===== src/rtl/seg_scan_ctrl.sv =====
// Multiplexed 7-segment scan controller: blank/show sequencing per digit,
// leading-zero blanking and a shadow buffer committed only at frame wrap.
module seg_scan_ctrl #(
    parameter int NUM_DIGITS   = 4,
    parameter int PRESCALE     = 1000,
    parameter int BLANK_CYCLES = 16,
    parameter bit LZ_SUPPRESS  = 1'b1
) (
    input  logic                    clk,
    input  logic                    reset,
    input  logic                    enable,
    input  logic                    load,
    input  logic [4*NUM_DIGITS-1:0] data_in,
    output logic [3:0]              dec_in,
    input  logic [7:0]              dec_seg,
    output logic [7:0]              seg_out,
    output logic [NUM_DIGITS-1:0]   digit_en,
    output logic                    frame_done,
    output logic                    pending
);

    localparam int IW   = (NUM_DIGITS > 1) ? $clog2(NUM_DIGITS) : 1;
    localparam int CMAX = (PRESCALE > BLANK_CYCLES) ? PRESCALE : BLANK_CYCLES;
    localparam int CW   = (CMAX > 1) ? $clog2(CMAX) : 1;

    localparam logic [IW-1:0] LAST_IDX   = IW'(NUM_DIGITS - 1);
    localparam logic [CW-1:0] BLANK_LAST = CW'(BLANK_CYCLES - 1);
    localparam logic [CW-1:0] SHOW_LAST  = CW'(PRESCALE - 1);

    typedef enum logic [1:0] {
        S_OFF   = 2'd0,
        S_BLANK = 2'd1,
        S_SHOW  = 2'd2
    } state_t;

    state_t                  state_q, state_d;
    logic [IW-1:0]           idx_q, idx_d;
    logic [CW-1:0]           cnt_q, cnt_d;
    logic [4*NUM_DIGITS-1:0] display_q, display_d;
    logic [4*NUM_DIGITS-1:0] shadow_q, shadow_d;
    logic                    pending_d;
    logic [7:0]              seg_d;
    logic [NUM_DIGITS-1:0]   digit_en_d;
    logic                    frame_done_d;

    logic                    all_zero;
    logic                    suppress;
    logic [NUM_DIGITS-1:0]   digit_hot;
    logic [7:0]              lit_seg;
    logic [NUM_DIGITS-1:0]   lit_en;

    // Walk from the MSD down so all_zero covers digits N-1..k at step k.
    always_comb begin
        all_zero = 1'b1;
        dec_in   = 4'h0;
        suppress = 1'b0;
        for (int k = NUM_DIGITS - 1; k >= 0; k--) begin
            all_zero = all_zero & (display_q[4*k +: 4] == 4'h0);
            if (idx_q == IW'(k)) begin
                dec_in   = display_q[4*k +: 4];
                suppress = LZ_SUPPRESS && (k != 0) && all_zero;
            end
        end
    end

    assign digit_hot = NUM_DIGITS'(1) << idx_q;
    assign lit_seg   = suppress ? 8'h00 : dec_seg;
    assign lit_en    = suppress ? '0 : digit_hot;

    always_comb begin
        state_d      = state_q;
        idx_d        = idx_q;
        cnt_d        = cnt_q;
        display_d    = display_q;
        shadow_d     = shadow_q;
        pending_d    = pending;
        seg_d        = seg_out;
        digit_en_d   = digit_en;
        frame_done_d = 1'b0;

        unique case (state_q)
            S_OFF: begin
                seg_d      = 8'h00;
                digit_en_d = '0;
                idx_d      = '0;
                cnt_d      = '0;
                // Fresh data written while dark is newer than any staged copy.
                if (load) begin
                    display_d = data_in;
                    pending_d = 1'b0;
                end else if (enable && pending) begin
                    display_d = shadow_q;
                    pending_d = 1'b0;
                end
                if (enable) begin
                    state_d = S_BLANK;
                end
            end

            S_BLANK, S_SHOW: begin
                if (load) begin
                    shadow_d  = data_in;
                    pending_d = 1'b1;
                end
                if (!enable) begin
                    state_d    = S_OFF;
                    idx_d      = '0;
                    cnt_d      = '0;
                    seg_d      = 8'h00;
                    digit_en_d = '0;
                end else if (state_q == S_BLANK) begin
                    seg_d      = 8'h00;
                    digit_en_d = '0;
                    if (cnt_q == BLANK_LAST) begin
                        state_d    = S_SHOW;
                        cnt_d      = '0;
                        seg_d      = lit_seg;
                        digit_en_d = lit_en;
                    end else begin
                        cnt_d = cnt_q + 1'b1;
                    end
                end else if (cnt_q == SHOW_LAST) begin
                    state_d    = S_BLANK;
                    cnt_d      = '0;
                    seg_d      = 8'h00;
                    digit_en_d = '0;
                    if (idx_q == LAST_IDX) begin
                        idx_d        = '0;
                        frame_done_d = 1'b1;
                        // A load on this same edge stays staged for next frame.
                        if (pending) begin
                            display_d = shadow_q;
                            pending_d = load;
                        end
                    end else begin
                        idx_d = idx_q + 1'b1;
                    end
                end else begin
                    cnt_d = cnt_q + 1'b1;
                    seg_d = lit_seg;
                end
            end

            default: begin
                state_d    = S_OFF;
                seg_d      = 8'h00;
                digit_en_d = '0;
            end
        endcase
    end

    always_ff @(posedge clk or posedge reset) begin
        if (reset) begin
            state_q    <= S_OFF;
            idx_q      <= '0;
            cnt_q      <= '0;
            display_q  <= '0;
            shadow_q   <= '0;
            pending    <= 1'b0;
            seg_out    <= 8'h00;
            digit_en   <= '0;
            frame_done <= 1'b0;
        end else begin
            state_q    <= state_d;
            idx_q      <= idx_d;
            cnt_q      <= cnt_d;
            display_q  <= display_d;
            shadow_q   <= shadow_d;
            pending    <= pending_d;
            seg_out    <= seg_d;
            digit_en   <= digit_en_d;
            frame_done <= frame_done_d;
        end
    end

endmodule


===== config.mk =====
export PLATFORM = sky130hd
export DESIGN_NAME = seg_scan_ctrl
export DESIGN_NICKNAME = d
export VERILOG_FILES = /design/src/rtl/seg_scan_ctrl.sv
export SDC_FILE = /design/constraint.sdc
export NUM_CORES = 1
export LEC_CHECK = 0
export ABC_CLOCK_PERIOD_IN_PS = 2600
export CAP_MARGIN = 10
export CORE_MARGIN = 3
export CORE_UTILIZATION = 30
export DETAILED_ROUTE_END_ITERATION = 16
export GPL_TIMING_DRIVEN = 0
export PLACE_DENSITY_LB_ADDON = 0.1
export SYNTH_ARGS = -nofsm -noshare
export SYNTH_HDL_FRONTEND = slang
export SYNTH_SLANG_ARGS = --single-unit

===== constraint.sdc =====
create_clock -name clk -period 2.6 [get_ports clk]
set_clock_uncertainty 0.2 [all_clocks]
set_input_delay 0.26 -clock clk [delete_from_list [all_inputs] [get_ports clk]]
set_output_delay 0.26 -clock clk [all_outputs]
set_load 0.005 [all_outputs]

==> metrics.yaml, run 1 <==
num_vias: 2284
synth_fp_nets: 331
cp-startpoint: "idx_q[1]"
stdcell_count: 486
synth_area_leaders: "dfrtp_1, mux2i_1, mux2_2"
hp-class: "in2async"
synth_top_area_share_pct: 49.5
route.detailed.drc: 0
synth_most_common_cell: "dfrtp_1"
timing.rr.end: "cnt_q[8]"
drive_above_1_share_pct: 16.4
cts_htree_levels: 3
critical_path_class: "reg2out"
grt_start_max_net_pins: 41
grt-ovfl-total: 0
syn_avg_cell_area_sq_um: 10.3
die_area_sq_um: 11400
dp_slack_ns: -0.00246
synth-main-ff-cell: "dfrtp_1"
reg2reg_from: "state_q[0]"
detail_route.vias_per_cell: 4.70
netlist_top_cells_count: "dfrtp_1, nand2_1, mux2i_1, o21ai_1, mux2_2"
fin_crit_ns: 2.44
antenna_cells: 0
fin_crit_sh_pct: 94.0
maxCapViolCount: 0
cts_made_buffers: 9
place.gp.congestion: 0.755
path_clk_slew_ns: 0.07
clock_tree.buffer_depth: 2
die_y_um: 107
setup_slack_ns: 0.155
cts_tree: "done"
yosysTopAreaCell: "dfrtp_1"
outcome: "finished clean"
post_drt_wl_per_cell_um: 14.2
firstDrtPassIters: 4
tightest_slew_ns: 0.589
cts-root-buf: "clkbuf_8"
area_delta_synth_final_pct: 27.1
synth-seq-cells: 60
fmax_ghz: 0.409
synth-edff-count: 0
first_global_vias: 2426
reg2reg_slack_ns: 0.21
cp-start-kind: "flip-flop"
drv_slew: 0
core-area_sq_um: 9820
finalNetCount: 386
grt_pass1_wl_um: 12100
grt_setup_unrepaired: "no"
place_inst: 473
critPathMaxFanout: 10
setup_viol: 0
cp.arrival_ns: 1.98
synth_cell_types: 46
initial_core_util_pct: 30.9
cp_data_required_time_ns: 2.14
yosysSeqAreaShare_pct: 49.5
clkSinkCount: 60
clk_latency_ns: 0.33
grt_usage_pct: 13.5
placementRows: 36
hpwl_um: 5020
p_per_area_nw_per_um2: 879
synth_area_sq_um: 3040
ant_nets: 0
syn_inst: 294
power_leakage_nw: 1.67
cp-end-kind: "primary output"
drt_iter0_drc: 85
final-hold-violation-count: 0
grt_antenna_before_repair: 0
yosys_warnings: 0
holdWs_ns: 0.0575
final_core_util_pct: 39.3
relSlewSlack_pct: 60.4
portBuffers: 45
worst-r2r-cell-count: 8
cp-endpoint: "dec_in[0]"
finalWirelength_um: 6880
die_w_um: 107
num_io_pins: 46
async_flop_share_pct: 100
vdd_drop_max_v: 0.000466
## critical path, cell delays in order (launching register included)
cell and delay, ns:
dfrtp_2 0.41, inv_2 0.06, ha_1 0.19, buf_4 0.17
a21oi_1 0.11, o21ai_1 0.08, a22o_1 0.19, clkdlybuf4s50_1 0.45
## sequential cells by signal (all words and copies together), names as in the netlist
| signal | cells |
|---|---|
| display_q | 16 |
| state_q | 2 |
| idx_q | 2 |
| seg_out | 8 |
| frame_done | 1 |
| pending | 1 |
| digit_en | 4 |
| cnt_q | 10 |
| shadow_q | 16 |
## layer usage
metal  track usage [%]  wire, um  up-vias
met5                 0         0        -
met4              3.84        85        0
met3              4.27       373        7
met2              22.1      3320       48
met1              17.1      3100     1081
li1                  -         -     1148
## worst min-delay path by stage
stage	end	slack (ns)	cells after the start
floorplan	seg_out[0]	0.19	1
global placement	digit_en[0]	0.27	2
detailed placement	display_q[3]	0.28	2
CTS	shadow_q[2]	0.07	2
global route	shadow_q[2]	0.1	2
finish	shadow_q[2]	0.06	2
## cell usage in the layout (no fill, tap or decap), types with 2 or more instances in the layout
| cell type | instances |
|---|---|
| clkbuf_1 | 4 |
| mux2i_1 | 18 |
| nand3b_1 | 3 |
| o21ai_0 | 10 |
| o21ai_1 | 21 |
| a22o_1 | 5 |
| buf_2 | 8 |
| or2_1 | 2 |
| o311ai_1 | 3 |
| dlymetal6s2s_1 | 3 |
| inv_2 | 3 |
| clkdlybuf4s50_1 | 42 |
| nor4_1 | 2 |
| buf_4 | 2 |
| nor2b_1 | 3 |
| and2_1 | 8 |
| nand3_1 | 10 |
| nand2b_1 | 3 |
| clkinv_2 | 3 |
| nor3_1 | 6 |
| ha_1 | 7 |
| dfrtp_1 | 59 |
| clkinvlp_4 | 2 |
| nor3b_1 | 3 |
| a21oi_1 | 11 |
| inv_1 | 5 |
| nor2_1 | 12 |
| mux2_2 | 16 |
| nand2_1 | 43 |
| clkbuf_8 | 9 |
## cells by family (layout without fill, tap and decap cells)
logic type                 after synthesis  count (layout)  synth area share [%]
AOI/OAI and AO/OA                       61              61                  12.6
buffers and inverters                   23              82                  3.17
and+or+nand+nor                        107             107                  19.2
adders and majority gates                9               9                  3.71
muxes                                   34              34                  11.9
DFF                                     60              60                  49.5
## area by class of cell
class                           instances  area, sq um
Multi-Input combinational cell        211         1460
Sequential cell                        60         1500
Timing Repair Buffer                   47          485
Clock buffer                           10          128
Inverter                                8         30.0
Tap cell                              133          166
Fill cell                            1050         5960
Clock inverter                          5         30.0
Buffer                                 12         58.8
## what timing repair did
item / 4_1_cts / 5_1_grt
resized for setup: 9 / 8
setup endpoints to repair: 4 / 4
cloned: 0 / 0
buffers inserted: 1 / 0
hold buffers: 0 / 0
## report_power, final
group / internal [W] / switching, W / total, W
sequential: 0.00124 / 0.000174 / 0.00141
combinational: 0.000629 / 0.000635 / 0.00126
clock: 0.000335 / 0.000376 / 0.000711
## metrics by stage
step           instance area [sq um]  total power (W)  TNS (ns)
3_5_place_dp                    3670          0.00274  -0.00246
6_report                        3860          0.00339         0
3_3_place_gp                    3650          0.00270    -32.94
5_1_grt                         3860          0.00369         0
4_1_cts                         3850          0.00347         0
2_1_floorplan                   3040          0.00228         0
Power figures use the tool's default switching activity.
==> run 2, diff against run 1 <==
Settings changed: ABC_AREA from default to 1.
==> metrics.yaml, run 2 <==
outcome: "finished clean"
area_delta_synth_final_pct: 27.7
netlist_top_cells_count: "nand2_1, dfrtp_1, inv_1, nor2_1, o21ai_2"
cts-root-buf: "clkbuf_8"
initial_core_util_pct: 30.9
finalNetCount: 475
synth-seq-cells: 60
async_flop_share_pct: 100
grt_usage_pct: 12.7
die_area_sq_um: 12500
die_w_um: 112
grt_antenna_before_repair: 0
final_common_cell: "nand2_1"
synthAdderAreaFrac_pct: 3.35
post_dp_cell_area_sq_um: 4010
path_clk_slew_ns: 0.06
power_leakage_nw: 2.09
synth-edff-count: 0
first_global_vias: 2632
grt_start_max_net_pins: 35
antenna_cells: 0
grt-ovfl-total: 0
critical_path_class: "reg2out"
route.detailed.drc: 0
synth-main-ff-cell: "dfrtp_1"
yosysTopAreaCell: "dfrtp_1"
cts_htree_levels: 3
finalSetupTns_ns: 0
final_cell_mix: "nand2_1, dfrtp_1, clkdlybuf4s50_1"
reg_top3: "display_q (16), shadow_q (16), cnt_q (10)"
place_inst: 562
syn_avg_cell_area_sq_um: 8.94
tightest_slew_ns: 0.599
synth_compound_area_share_pct: 10.3
portBuffers: 45
hp-class: "in2async"
holdWs_ns: 0.104
fin_crit_sh_pct: 86.8
synth_cell_types: 32
grt_pass1_wl_um: 12700
synth_area_leaders: "dfrtp_1, nand2_1, o21ai_2"
num_vias: 2582
yosysSeqAreaShare_pct: 44.7
clk_latency_ns: 0.34
clock_tree.buffer_depth: 2
setup_viol: 0
yosys.area_share.simple_pct: 26.1
drv_slew: 0
critPathMaxFanout: 6
cp_data_required_time_ns: 2.14
drive_above_1_share_pct: 24.7
fin_crit_ns: 2.26
multi_input_area_sq_um: 1670
cp-end-kind: "primary output"
cts_made_buffers: 9
syn_inst: 376
firstDrtPassIters: 4
relSlewSlack_pct: 60.0
core-area_sq_um: 10900
worst-r2r-cell-count: 7
final.fill_count: 1096
detail_route.vias_per_cell: 4.44
maxCapViolCount: 0
cp-start-kind: "flip-flop"
hpwl_um: 5520
drt_iter0_drc: 59
place.gp.congestion: 0.792
synth_area_sq_um: 3360
cts_tree: "done"
post_drt_wl_per_cell_um: 12.7
synth_xor_area_share_pct: 1.56
grt_setup_unrepaired: "no"
synth_top_area_share_pct: 44.7
synth_mux_area_share_pct: 7.59
synth_most_common_cell: "nand2_1"
hold_buffers: 0
ff_latch_area_sq_um: 1500
cp.arrival_ns: 1.80
clkSinkCount: 60
final-hold-violation-count: 0
vdd_drop_max_v: 0.000581
ant_nets: 0
synth_fp_nets: 413
stdcell_count: 582
die_y_um: 112
placementRows: 38
yosys_warnings: 0
num_io_pins: 46
p_per_area_nw_per_um2: 1070
postLayoutCellArea_sq_um: 4290
fmax_ghz: 0.443
finalWirelength_um: 7400
synth_top_family_by_area: "simple AND/OR/NAND/NOR gates"
==> run 2: cell types whose count changed in the layout (fill, tap and decap cells not counted), sizes merged, moves of 6 or more <==
cell,previous run,this run
mux2i,18,12
nor2,12,35
nand3,10,28
o21ai,31,40
and2,8,0
nand2,43,101
inv,8,38
==> run 2: worst paths after layout <==
path	start	end	slack, ns
max	idx_q[0]	dec_in[0]	0.34
min	reset	shadow_q[6]	0.10
max reg2reg	state_q[0]	display_q[15]	0.49
min reg2reg	display_q[3]	display_q[3]	0.28
max in group asynchronous	reset	shadow_q[11]	1.50
min in group clk	dec_seg[3]	seg_out[3]	0.26
==> run 2: what timing repair did <==
action / in CTS / in global routing
setup buffers: 2 / 3
pin swaps: 0 / 2
setup endpoints to repair: 4 / 4
resized for setup: 6 / 14
==> run 2: critical path, stage by stage, from the launching register on <==
cell	delay [ns]
dfrtp_1	0.42
buf_4	0.15
inv_2	0.09
ha_2	0.24
inv_2	0.08
nand2_1	0.07
inv_1	0.05
nand3_1	0.08
o21ai_0	0.09
inv_1	0.07
dlymetal6s2s_1	0.12
==> run 2: cell families (layout without fill, tap and decap cells) <==
logic type,Yosys count,count (layout)
simple gates,180,180
flops,60,60
buf+inv,49,115
compound gates,48,48
mux,24,24
fa+ha+maj,9,9
xor+xnor,6,6
==> run 2: where the power goes <==
| part | switching [W] | internal (W) | leakage (nW) |
|---|---|---|---|
| registers | 0.000212 | 0.00126 | 0.775 |
| logic | 0.00128 | 0.000994 | 1.21 |
| clock network | 0.000350 | 0.000517 | 0.103 |
==> run 2: cell type report <==
type | count | share of cell area (%)
Sequential cell | 60 | 35.0
Multi-Input combinational cell | 267 | 39.0
Buffer | 11 | 1.86
Inverter | 38 | 3.32
Timing Repair Buffer | 51 | 12.1
Tap cell | 140 | 4.08
Clock buffer | 14 | 4.02
Clock inverter | 1 | 0.699
==> run 2: layer usage <==
layer / up-vias / share of wire (%) / track usage (%)
met5: - / 0 / 0
met4: 0 / 1.6 / 4.79
met3: 11 / 3.6 / 3.64
met2: 32 / 47 / 20.4
met1: 1196 / 47 / 16.2
li1: 1343 / - / -
==> run 2: through the flow <==
stage	setup WS [ns]	utilization, %	total power [W]
after global placement	-0.636	36.6	0.00371
after global routing	0.219	39.4	0.00502
final	0.343	39.4	0.00460
after CTS	-0.00148	38.9	0.00466
after floorplan	0.655	-	0.00309
after detailed placement	0.138	36.8	0.00373
